## src/rtl/fetch_ctrl.sv

```systemverilog
// Instruction-fetch controller: one outstanding imem request, output register plus
// one-entry skid buffer, redirect squash, sticky halt. Define FETCH_PERF_CNT_EN for perf counters.
module fetch_ctrl #(
  parameter int           N        = 32,
  parameter logic [N-1:0] RESET_PC = N'(32'h0000_0000)
) (
  input  logic         clk,
  input  logic         rst,
  input  logic         stall_i,
  input  logic         redirect_i,
  input  logic [N-1:0] redirect_pc,
  input  logic         halt_i,
  output logic         imem_req,
  output logic [N-1:0] imem_addr,
  input  logic         imem_ack,
  input  logic [N-1:0] imem_rdata,
  output logic         if_valid,
  output logic [N-1:0] if_instr,
  output logic [N-1:0] if_pc,
  output logic [N-1:0] if_pc_inc4,
  output logic         halted,
  output logic [31:0]  fetch_cnt,
  output logic [31:0]  stall_cnt
);

  typedef enum logic [1:0] {S_IDLE, S_REQ, S_HOLD, S_HALT} state_e;

  state_e       state_q, state_d;
  logic [N-1:0] addr_q, addr_d;
  logic [N-1:0] redir_pc_q, redir_pc_d;
  logic         squash_q, squash_d;
  logic         halt_q, halt_d;
  logic         out_valid_q, out_valid_d;
  logic [N-1:0] out_instr_q, out_instr_d;
  logic [N-1:0] out_pc_q, out_pc_d;
  logic         skid_valid_q, skid_valid_d;
  logic [N-1:0] skid_instr_q, skid_instr_d;
  logic [N-1:0] skid_pc_q, skid_pc_d;

  logic         consume;
  logic         slot_free;
  logic         halt_pend;
  logic [N-1:0] addr_inc;

  assign consume   = out_valid_q && !stall_i;
  assign slot_free = !out_valid_q || consume;
  assign halt_pend = halt_q || halt_i;
  assign addr_inc  = addr_q + N'(4);

  always_comb begin
    // NOTE: every _d gets a default before the case so no path leaves a variable unassigned (no latches).
    state_d      = state_q;
    addr_d       = addr_q;
    redir_pc_d   = redir_pc_q;
    squash_d     = squash_q;
    halt_d       = halt_pend;
    out_valid_d  = out_valid_q && !consume;
    out_instr_d  = out_instr_q;
    out_pc_d     = out_pc_q;
    skid_valid_d = skid_valid_q;
    skid_instr_d = skid_instr_q;
    skid_pc_d    = skid_pc_q;

    case (state_q)
      S_IDLE: begin
        state_d = halt_pend ? S_HALT : S_REQ;
      end

      S_REQ: begin
        if (redirect_i) begin
          out_valid_d  = 1'b0;
          skid_valid_d = 1'b0;
          if (imem_ack) begin
            // Data returning this cycle belongs to the old path; relaunch at once.
            addr_d   = redirect_pc;
            squash_d = 1'b0;
            if (halt_pend) state_d = S_HALT;
          end else begin
            // imem_addr must stay put until the in-flight ack arrives.
            redir_pc_d = redirect_pc;
            squash_d   = 1'b1;
          end
        end else if (imem_ack) begin
          if (squash_q) begin
            addr_d   = redir_pc_q;
            squash_d = 1'b0;
            if (halt_pend) state_d = S_HALT;
          end else begin
            addr_d = addr_inc;
            if (slot_free) begin
              out_valid_d = 1'b1;
              out_instr_d = imem_rdata;
              out_pc_d    = addr_q;
              if (halt_pend) state_d = S_HALT;
            end else begin
              skid_valid_d = 1'b1;
              skid_instr_d = imem_rdata;
              skid_pc_d    = addr_q;
              state_d      = S_HOLD;
            end
          end
        end
      end

      S_HOLD: begin
        if (redirect_i) begin
          out_valid_d  = 1'b0;
          skid_valid_d = 1'b0;
          addr_d       = redirect_pc;
          state_d      = halt_pend ? S_HALT : S_REQ;
        end else if (consume) begin
          out_valid_d  = 1'b1;
          out_instr_d  = skid_instr_q;
          out_pc_d     = skid_pc_q;
          skid_valid_d = 1'b0;
          state_d      = halt_pend ? S_HALT : S_REQ;
        end
      end

      S_HALT: begin
        if (consume && skid_valid_q) begin
          out_valid_d  = 1'b1;
          out_instr_d  = skid_instr_q;
          out_pc_d     = skid_pc_q;
          skid_valid_d = 1'b0;
        end
      end

      default: state_d = S_IDLE;
    endcase
  end

  always_ff @(posedge clk or negedge rst) begin
    if (!rst) begin
      state_q      <= S_IDLE;
      addr_q       <= RESET_PC;
      redir_pc_q   <= RESET_PC;
      squash_q     <= 1'b0;
      halt_q       <= 1'b0;
      out_valid_q  <= 1'b0;
      // NOTE: payload registers are reset too, so if_instr/if_pc read 0 straight out of reset.
      out_instr_q  <= '0;
      out_pc_q     <= '0;
      skid_valid_q <= 1'b0;
      skid_instr_q <= '0;
      skid_pc_q    <= '0;
    end else begin
      // NOTE: non-blocking assignments so every flop samples the pre-edge values of the others.
      state_q      <= state_d;
      addr_q       <= addr_d;
      redir_pc_q   <= redir_pc_d;
      squash_q     <= squash_d;
      halt_q       <= halt_d;
      out_valid_q  <= out_valid_d;
      out_instr_q  <= out_instr_d;
      out_pc_q     <= out_pc_d;
      skid_valid_q <= skid_valid_d;
      skid_instr_q <= skid_instr_d;
      skid_pc_q    <= skid_pc_d;
    end
  end

  assign imem_req   = (state_q == S_REQ);
  assign imem_addr  = addr_q;
  assign if_valid   = out_valid_q;
  assign if_instr   = out_instr_q;
  assign if_pc      = out_pc_q;
  assign if_pc_inc4 = out_pc_q + N'(4);
  assign halted     = (state_q == S_HALT);

`ifdef FETCH_PERF_CNT_EN
  logic [31:0] fetch_cnt_q, fetch_cnt_d;
  logic [31:0] stall_cnt_q, stall_cnt_d;

  always_comb begin
    fetch_cnt_d = fetch_cnt_q + 32'(consume);
    stall_cnt_d = stall_cnt_q + 32'(out_valid_q && stall_i);
  end

  always_ff @(posedge clk or negedge rst) begin
    if (!rst) begin
      fetch_cnt_q <= '0;
      stall_cnt_q <= '0;
    end else begin
      fetch_cnt_q <= fetch_cnt_d;
      stall_cnt_q <= stall_cnt_d;
    end
  end

  assign fetch_cnt = fetch_cnt_q;
  assign stall_cnt = stall_cnt_q;
`else
  assign fetch_cnt = '0;
  assign stall_cnt = '0;
`endif

endmodule
```

## config.mk

```make
export PLATFORM = sky130hd
export DESIGN_NAME = fetch_ctrl
export DESIGN_NICKNAME = d
export VERILOG_FILES = /design/src/rtl/fetch_ctrl.sv
export SDC_FILE = /design/constraint.sdc
export NUM_CORES = 1
export LEC_CHECK = 0
export BUFFER_PORTS_ARGS = -buffer_cell sky130_fd_sc_hd__buf_2
export CAP_MARGIN = 40
export CORE_UTILIZATION = 30
export DETAILED_ROUTE_END_ITERATION = 7
export SYNTH_ARGS = -nofsm -noshare
export SYNTH_HDL_FRONTEND = slang
export SYNTH_SLANG_ARGS = --single-unit
export TNS_END_PERCENT = 1
```

## constraint.sdc

```tcl
create_clock -name clk -period 5.8 [get_ports clk]
set_clock_uncertainty 0.2 [all_clocks]
set_input_delay 0.58 -clock clk [delete_from_list [all_inputs] [get_ports clk]]
set_output_delay 0.58 -clock clk [all_outputs]
set_load 0.03 [all_outputs]
```

==> reports/qor.yml <==
status: "completed"
setup-tns-final_ps: 0
hold_path_depth: 2
detail_route.wl_per_cell_um: 17.3
finalNetCount: 1213
power_density_mw_per_mm2: 525
reg2regPathDepth: 7
critical_path.endpoint_type: "output pin"
clockRootBuffer: "clkbuf_16"
worst_r2r_startpoint: "state_q[1]"
p_int_w: 0.00353
cp_num_buf_inv: 1
synth-warning-count: 0
timing.critical_path.required_ps: 5020
dp_slack_ps: 2310
clock.fmax_mhz: 283
cts-buffers-inserted: 17
dr_total_vias: 7697
layout_worst_path_cycle_share_pct: 60.9
antennaDiodeCount: 0
layout_min_cycle_time_ps: 3530
slew_viol_final: 0
dominant_register_cell_in_the_synthesized_netlist: "dfrtp_1"
clock_tree_from_tritoncts: "yes"
hold_path.class: "input port to flop"
finalHoldViolations: 0
relSlewSlack_pct: 42.1
grt_pass1_wl_um: 43200
layout_commonest_cell: "buf_2"
detail-route-antenna-nets: 0
fraction_of_final_layout_cells_with_drive_strength_greater_than_1_pct: 31.1
synth_area_per_cell_sq_um: 10.7
highest_count_cells_in_the_layout_ignoring_fill_and_taps: "buf_2 (199), dfrtp_1 (198), nand2_1 (121), mux2_2 (94), o21ai_0 (83)"
p_comb_share_pct: 41.9
sort_of_element_at_the_start_of_the_critical_path: "flop"
drt-pass1-iter-count: 5
switching_power_w: 0.00283
number_of_antenna_violations_at_the_first_check_in_global_routing: 1
gr-total-overflow: 0
setup_viol: 0
routability_congestion: 0.811
number_of_instances_in_the_synthesized_netlist: 969
yosys.cell_types.count: 61
reg2reg_to: "imem_addr[19]"
critPathKind: "flop to output pin"
core.rowCount: 67
clk_latency_ps: 440
globalRouteTotalUtil_pct: 15.8
place.port_buffers: 200
cts_htree_levels: 4
cp_data_arrival_time_ps: 2750
critical-path-top-delay-family: "simple AND/OR/NAND/NOR gates"
seq_area_frac_synth_pct: 47.9
hpwlAfterDp_um: 19800
critical-path-slowest-cell: "or4_1"
mappedNetlistArea_sq_mm: 0.0103
worst-slew-pin-transition_ps: 862
path_cells: "ha_1, and4_1, nand2_1, or4_1, nor2_1, xor2_1, buf_2"
route.final.wire_length_um: 27700
power_leakage_nw: 5.78
floorplan.core_area_sq_mm: 0.0337
drv.max_cap_violation_count: 0
worst_slack_ps: 2270
terminating_pin_of_the_worst_hold_path: "halt_q"
chip_width_um: 188
async_reset_ff_share_pct: 100
clk_path_buf_depth: 2
cts.clk_slew.worst_paths_ps: 80
worst_ir_drop_on_vdd_uv: 221
syn2layout_area_growth_pct: 17.2
cts.repair.resized: 0
holdWs_ps: 185
first_global_vias: 7273
floorplan.initialDensity_pct: 30.7
ys_seq_elements: 198
drc_errors: 0
mean_number_of_vias_per_cell: 4.82
rsz_0062_raised_after_global_routing: "false"
die_area_sq_mm: 0.0352
seqPwrFrac_pct: 38.1
synth_enable_flop_cells: 0
clock-sinks: 198
reg2reg_setup_slack_ps: 2310
detail_route.iter0.violations: 412
fp.dieH_um: 188
hp-start: "halt_i"
critPathMaxFanout: 7
switching_share_pct: 44.4
grt_max_degree: 124
clock_power_share_pct: 19.9
slowest_delay_ps: 540
io_pins: 265
-- worst register-to-register path: stages (launching register included) --
cell,delay [ps]
dfrtp_1,420
inv_1,120
ha_1,470
mux2_2,600
nor2b_2,600
and3_1,700
a221oi_1,190
o21ai_1,110
-- cells in the mapped netlist (all sizes together), types with 2 or more instances --
| cell | n | area [sq um] |
|---|---|---|
| nor2b | 6 | 40.0 |
| nor4 | 7 | 83.8 |
| xor2 | 20 | 175 |
| a221oi | 3 | 32.5 |
| or3 | 2 | 12.5 |
| buf | 84 | 604 |
| nand3b | 5 | 37.5 |
| o31ai | 3 | 22.5 |
| inv | 11 | 41.3 |
| or2 | 2 | 12.5 |
| nor4b | 2 | 17.5 |
| ha | 7 | 87.6 |
| nand3 | 25 | 130 |
| nand4 | 10 | 68.8 |
| mux2 | 94 | 1060 |
| a21oi | 23 | 115 |
| a31oi | 2 | 12.5 |
| nor2 | 28 | 105 |
| o211ai | 17 | 128 |
| dfrtp | 198 | 4950 |
| o21ai | 86 | 430 |
| clkbuf | 45 | 230 |
| mux2i | 71 | 711 |
| a32oi | 19 | 166 |
| nand2 | 122 | 458 |
| and4 | 4 | 35.0 |
| a211oi | 3 | 27.5 |
| and3 | 13 | 82.6 |
| or4 | 2 | 18.8 |
| nor3 | 8 | 40.0 |
| nand2b | 4 | 25.0 |
| xnor2 | 29 | 254 |
-- kinds of logic after synthesis --
kind of cell | count (synthesis) | synth area share [%]
compound gates | 165 | 9.78
mux | 165 | 17.1
xor+xnor | 49 | 4.15
buf+inv | 140 | 8.47
other cells | 1 | 0.0363
fa+ha+maj | 7 | 0.847
simple gates | 244 | 11.7
flops | 198 | 47.9
-- how the worst max path moves through the flow --
stage | start | depth (start not counted) | end
final | if_pc[2] | 7 | if_pc_inc4[30]
after floorplan | if_pc[2] | 6 | if_pc_inc4[28]
after global placement | if_pc[4] | 6 | if_pc_inc4[31]
after detailed placement | state_q[0] | 7 | imem_addr[9]
after CTS | if_pc[2] | 7 | if_pc_inc4[30]
after global routing | if_pc[4] | 6 | if_pc_inc4[31]
-- metal layers --
metal | GRT usage [%] | vias up | share of wire [%]
met1 | 21.8 | 3802 | 47
met5 | 0 | - | 0.047
li1 | - | 3630 | -
met3 | 3.46 | 16 | 5.3
met4 | 3.60 | 2 | 0.77
met2 | 25.3 | 247 | 47
-- through the flow --
stage               util (%)  power (W)  cell area, sq um  instances
global route            35.9    0.00676             12100       1597
floorplan                  -    0.00432             10600       1032
global placement        33.9    0.00505             11400       1560
finish                  35.9    0.00636             12100       1597
CTS                     35.9    0.00644             12100       1597
detailed placement      34.1    0.00515             11500       1564
-- repair_timing --
item,CTS,global route
hold endpoints to repair,35,0
buffers inserted,0,0
endpoints found under the setup margin,0,0
hold buffers,1,0
-- flip-flops by register name, summed over array words and instances, names as in the netlist --
signal and cells:
skid_pc_q 32, if_valid 1, if_pc 32, if_instr 32, skid_instr_q 32, state_q 2
halt_q 1, squash_q 1, skid_valid_q 1, imem_addr 32, redir_pc_q 32
-- power groups by stage --
stage          Combinational, W  Clock (W)  Sequential [W]
6_report                0.00267    0.00127         0.00243
5_1_grt                 0.00289    0.00136         0.00251
4_1_cts                 0.00270    0.00131         0.00243
3_5_place_dp            0.00270          0         0.00245
3_3_place_gp            0.00262          0         0.00243
2_1_floorplan           0.00160          0         0.00271
-- final cells by class --
class	count	area (sq um)
Fill cell	3439	21600
Sequential cell	198	4950
Multi-Input combinational cell	694	4770
Timing Repair Buffer	214	1170
Tap cell	448	561
Clock buffer	17	425
Clock inverter	15	189
Inverter	11	41.3
Note: power is estimated with default switching activity, not from simulation.
